## src/rtl/dac_output_stage.sv

```systemverilog
// DAC output stage: offset, scale/saturate and slew-limit signed samples onto a
// 14-bit DAC bus, with an enable/ramp-down state machine and an underrun counter.
module dac_output_stage #(
  parameter int SLEW_W = 14,
  parameter int CNT_W  = 16
) (
  input  logic              clk_i,
  input  logic              rstn_i,
  input  logic [15:0]       s_data_i,
  input  logic              s_valid_i,
  output logic              s_ready_o,
  input  logic              enable_i,
  input  logic [15:0]       offset_i,
  input  logic [SLEW_W-1:0] slew_max_i,
  input  logic              clear_i,
  output logic [13:0]       dac_data_o,
  output logic              dac_valid_o,
  output logic              sat_o,
  output logic [CNT_W-1:0]  underrun_cnt_o
);

  localparam logic [1:0] S_IDLE  = 2'd0;
  localparam logic [1:0] S_RUN   = 2'd1;
  localparam logic [1:0] S_DRAIN = 2'd2;
  localparam int STAGES = 1;
  localparam int CW = (SLEW_W > 15) ? SLEW_W : 15;
  localparam logic signed [14:0] TMAX = 15'sd8191;
  localparam logic signed [14:0] TMIN = -15'sd8192;

  logic [1:0]         state, state_nx;
  logic [STAGES:0]    vld_pipe;
  logic signed [16:0] sum_q;
  logic signed [14:0] scl_q;
  logic signed [13:0] t_q, t_cl, y_q, y_nx;
  logic               sat_q, clip, run, accept;
  logic [CNT_W-1:0]   cnt_q;
  logic signed [14:0] d;
  logic [14:0]        absd;
  logic [CW-1:0]      slew_ext;
  logic [13:0]        step;

  assign run    = (state == S_RUN);
  assign accept = s_valid_i & run;

  always_comb begin
    clip = 1'b0;
    t_cl = scl_q[13:0];
    if (scl_q > TMAX) begin
      t_cl = 14'sd8191;
      clip = 1'b1;
    end else if (scl_q < TMIN) begin
      t_cl = -14'sd8192;
      clip = 1'b1;
    end
  end

  // Step toward the target by at most slew_max; a step never overshoots t
  // because it is only taken when |t - y| exceeds the slew limit.
  always_comb begin
    d        = {t_q[13], t_q} - {y_q[13], y_q};
    absd     = d[14] ? 15'(-d) : 15'(d);
    slew_ext = CW'(slew_max_i);
    step     = slew_ext[13:0];
    y_nx     = t_q;
    if (slew_ext != '0 && CW'(absd) > slew_ext)
      y_nx = d[14] ? (y_q - step) : (y_q + step);
  end

  always_comb begin
    state_nx = state;
    case (state)
      S_IDLE:  if (enable_i) state_nx = S_RUN;
      S_RUN:   if (!enable_i) state_nx = S_DRAIN;
      S_DRAIN: if (enable_i) state_nx = S_RUN;
               else if (y_q == '0) state_nx = S_IDLE;
      default: state_nx = S_IDLE;
    endcase
  end

  always_ff @(posedge clk_i or negedge rstn_i) begin
    if (!rstn_i) begin
      state    <= S_IDLE;
      vld_pipe <= '0;
      sum_q    <= '0;
      scl_q    <= '0;
      t_q      <= '0;
      sat_q    <= 1'b0;
      y_q      <= '0;
      cnt_q    <= '0;
    end else begin
      state <= state_nx;
      // Outside RUN the target is parked at zero and in-flight samples dropped.
      if (!run) begin
        vld_pipe <= '0;
        t_q      <= '0;
        sat_q    <= 1'b0;
      end else begin
        vld_pipe <= {vld_pipe[STAGES-1:0], accept};
        if (accept)
          sum_q <= {s_data_i[15], s_data_i} + {offset_i[15], offset_i};
        if (vld_pipe[0])
          scl_q <= 15'(sum_q >>> 2);
        if (vld_pipe[1]) begin
          t_q   <= t_cl;
          sat_q <= clip;
        end else begin
          sat_q <= 1'b0;
        end
      end
      y_q <= (state == S_IDLE) ? '0 : y_nx;
      if (clear_i)
        cnt_q <= '0;
      else if (run && !s_valid_i && cnt_q != '1)
        cnt_q <= cnt_q + 1'b1;
    end
  end

  assign s_ready_o      = run;
  assign dac_valid_o    = (state != S_IDLE);
  assign dac_data_o     = y_q;
  assign sat_o          = sat_q;
  assign underrun_cnt_o = cnt_q;

endmodule

```

## config.mk

```make
export PLATFORM = sky130hd
export DESIGN_NAME = dac_output_stage
export DESIGN_NICKNAME = d
export VERILOG_FILES = /design/src/rtl/dac_output_stage.sv
export SDC_FILE = /design/constraint.sdc
export NUM_CORES = 1
export LEC_CHECK = 0
export CORE_MARGIN = 2
export CORE_UTILIZATION = 24
export DETAILED_ROUTE_END_ITERATION = 8
export HOLD_SLACK_MARGIN = 0.05
export PLACE_DENSITY_LB_ADDON = 0.08
export REMOVE_ABC_BUFFERS = 1
export SKIP_CTS_REPAIR_TIMING = 1
export SLEW_MARGIN = 15
export SYNTH_ARGS = -nofsm -noshare
export SYNTH_HDL_FRONTEND = slang
export SYNTH_SLANG_ARGS = --single-unit
```

## constraint.sdc

```tcl
create_clock -name clk_i -period 4.7 [get_ports clk_i]
set_input_delay 0.705 -clock clk_i [delete_from_list [all_inputs] [get_ports clk_i]]
set_output_delay 0.705 -clock clk_i [all_outputs]
set_load 0.02 [all_outputs]
```

==> flow_summary.yaml <==
cts:
  htreeDepth: 3
  clk_latency_ps: 350
  clockBufferDepth: 2
  cts_made_buffers: 9
  cts_tree: "done"
  clock_sinks: 79
  clk_pin_slew_ps: 70
  cts_root_buf: "clkbuf_16"
final_layout:
  nFillCells: 2578
  diodes: 0
  final_cell_mix: "clkdlybuf4s50_1 (82), dfrtp_1 (79), buf_4 (66), nor2_1 (57), ha_1 (57)"
  seqCellArea_um2: 1980
  area_delta_synth_final_pct: 39.3
  multi_input_area_um2: 4050
  nets: 935
  final_common_cell: "clkdlybuf4s50_1"
  drive_gt1_frac: 0.209
logic_synthesis:
  avgSynthCellArea_um2: 8.90
  syn_inst: 673
  synthArstFlopShare: 1.00
  synth_seq_area_share: 0.330
  synth_cell_types: 66
  synth.area.top_cells: "dfrtp_1 (33%), ha_1 (12%), xnor2_1 (6.9%)"
  synth_warnings: 0
  ys.flop_type: "dfrtp_1"
  synth_compound_area_frac: 0.189
  synth_top_family_by_area: "compound AO/OA/AOI/OAI gates"
  synth-xor-area-share: 0.0951
  synth_top_area_frac: 0.330
  yosysTopAreaCell: "dfrtp_1"
  synthMuxAreaShare: 0.0316
  netlist_area_um2: 5990
  synth_fa_ha_area_frac: 0.130
  ys_ff_latch: 79
  synth_edf_count: 0
  synth-simple-area-share: 0.184
timing:
  final.min_clock_period_ps: 4590
  fin_skew_ps: 10.6
  relSlewSlack: 0.381
  setup_viol_count_final: 0
  hold_viol_final: 0
  clock.fmax_mhz: 218
  period_share: 0.976
  worst_slew_pin_slew_ps: 926
  slew_viol_final: 0
  rsz0062_at_grt: "true"
  layout_setup_ws_ps: 113
placement:
  gp_congestion: 0.789
  pre_cts_slack_ps: -213
  hpwl_mm: 13.7
  portBuffers: 83
pwr:
  sw_frac_of_total: 0.435
  power_frac_seq: 0.151
  p_leak_nw: 3.63
  total_power_mw: 6.32
  comb_power_share: 0.735
  p_per_area_nw_per_um2: 757
  vdd_drop_max_mv: 0.516
  pwr-share-clk: 0.114
  internal_power_mw: 3.57
  power_switching_mw: 2.75
worst_setup_path:
  crit_required_ps: 4940
  rr_worst_depth: 23
  crit_type: "reg -> reg"
  end_kind: "flop"
  r2r_slack_ps: 110
  rr_endpoint: "dac_data_o[3]"
  reg2reg_from: "t_q[0]"
  cp_max_fo: 8
  setup.worst_path.start_class: "flop"
  crit_arrival_ps: 4830
floorplanning:
  rows: 57
  core_um2: 24400
  die_height_um: 162
  die_x_um: 162
  initial_core_util: 0.245
  dieArea_um2: 26200
  io_pins: 84
routing:
  vias: 5300
  final_antenna_net_count: 0
  wire_per_inst_um: 15.1
  avgViaCountPerCell: 4.60
  drt_iter0_drc: 271
  drc_errors: 0
  drt_first_pass_iters: 4
  routed_wl_mm: 17.4
global_route:
  track_usage: 0.132
  grt_max_degree: 80
  grt_pass1_vias: 5386
  antenna_found_initial: 0
  grt_pass1_wl_mm: 27.5
  gr-total-overflow: 0
status:
  outcome: "completed"
hold_path:
  hold_path_class: "in -> async"
run:
  drv_cap: 0
-- Yosys cell counts, types with 5 or more instances --
cell       n
or2_2      7
o21a_1    11
o21ai_0   51
xnor2_1   47
clkbuf_1  13
nor3_1    14
o31ai_1   10
and2_1     5
xor2_1    18
inv_1     39
a21oi_1   37
a211oi_1   6
nand2_1   55
or3_1     10
ha_1      59
nor2b_1   11
nor2_1    59
dfrtp_1   79
nand2b_1   7
nand4_1   17
a21o_1    16
nand3_1   17
mux2_2    15
-- state kept, by name, summed over array words and instances, names as in the netlist --
| register | cells |
|---|---|
| sum_q | 15 |
| vld_pipe | 2 |
| sat_o | 1 |
| scl_q | 15 |
| underrun_cnt_o | 16 |
| state | 2 |
| t_q | 14 |
| dac_data_o | 14 |
-- how the worst max path moves through the flow --
stage	to	cells after the start	start	slack [ps]
finish	dac_data_o[3]	23	t_q[0]	110
global route	dac_data_o[8]	23	t_q[0]	-110
CTS	dac_data_o[13]	22	t_q[0]	-250
detailed placement	dac_data_o[3]	22	t_q[0]	-210
global placement	dac_data_o[2]	23	t_q[0]	-200
floorplan	dac_data_o[3]	21	dac_data_o[0]	-600
-- cells by family (layout without fill, tap and decap cells) --
| kind of cell | after synthesis | in the layout |
|---|---|---|
| XOR/XNOR | 65 | 65 |
| AND/OR/NAND/NOR | 222 | 222 |
| buffers and inverters | 58 | 212 |
| AO/OA/AOI/OAI | 171 | 171 |
| adder cells (fa/ha/maj) | 61 | 61 |
| multiplexers | 17 | 17 |
| flip-flops | 79 | 79 |
-- final cells by class --
type | instances | share of cell area
multi-input combinational | 536 | 0.486
sequential | 79 | 0.237
inverter | 40 | 0.0180
clock buffer | 13 | 0.0312
clock inverter | 2 | 0.00465
tap | 324 | 0.0486
timing repair buffer | 157 | 0.175
-- routing by layer --
| layer | up-vias | wire length [µm] | track usage |
|---|---|---|---|
| li1 | 2703 | - | - |
| met1 | 2485 | 8270 | 0.175 |
| met2 | 91 | 8270 | 0.224 |
| met3 | 21 | 512 | 0.0115 |
| met4 | 0 | 367 | 0.0499 |
| met5 | - | 0 | 0 |
-- stage by stage --
stage	utilization	TNS (ps)	cells	cell area [µm²]	hold WS [ps]
6_report	0.342	0	1151	8340	308
5_1_grt	0.342	-880	1151	8340	332
4_1_cts	0.325	-2670	1142	7920	484
3_5_place_dp	0.312	-2140	1127	7620	470
3_3_place_gp	0.312	-1590	1127	7620	467
2_1_floorplan	-	-7250	655	5900	409
-- power by group through the flow --
stage,clock (mW),sequential [mW],combinational [mW]
floorplan,0,0.970,2.34
global placement,0,0.964,3.81
detailed placement,0,0.971,3.82
CTS,0.742,0.959,3.84
global route,0.763,0.982,5.05
finish,0.722,0.955,4.64
-- worst max-delay path: stages (launching register included) --
cell	delay [ps]
dfrtp_1	380
inv_1	60
ha_2	170
inv_2	40
fa_2	400
a211oi_2	290
o21ai_2	100
buf_6	150
a2111oi_4	350
nor3_2	90
a2111o_1	350
nor2_2	160
a31oi_2	110
xnor2_1	160
ha_1	370
nand4_1	110
nor2_1	60
nand2_1	100
o21ai_1	70
or2_4	250
a21oi_4	190
buf_8	190
nor3_2	70
a41o_1	230
No activity file was read; power rests on OpenSTA's default activity.
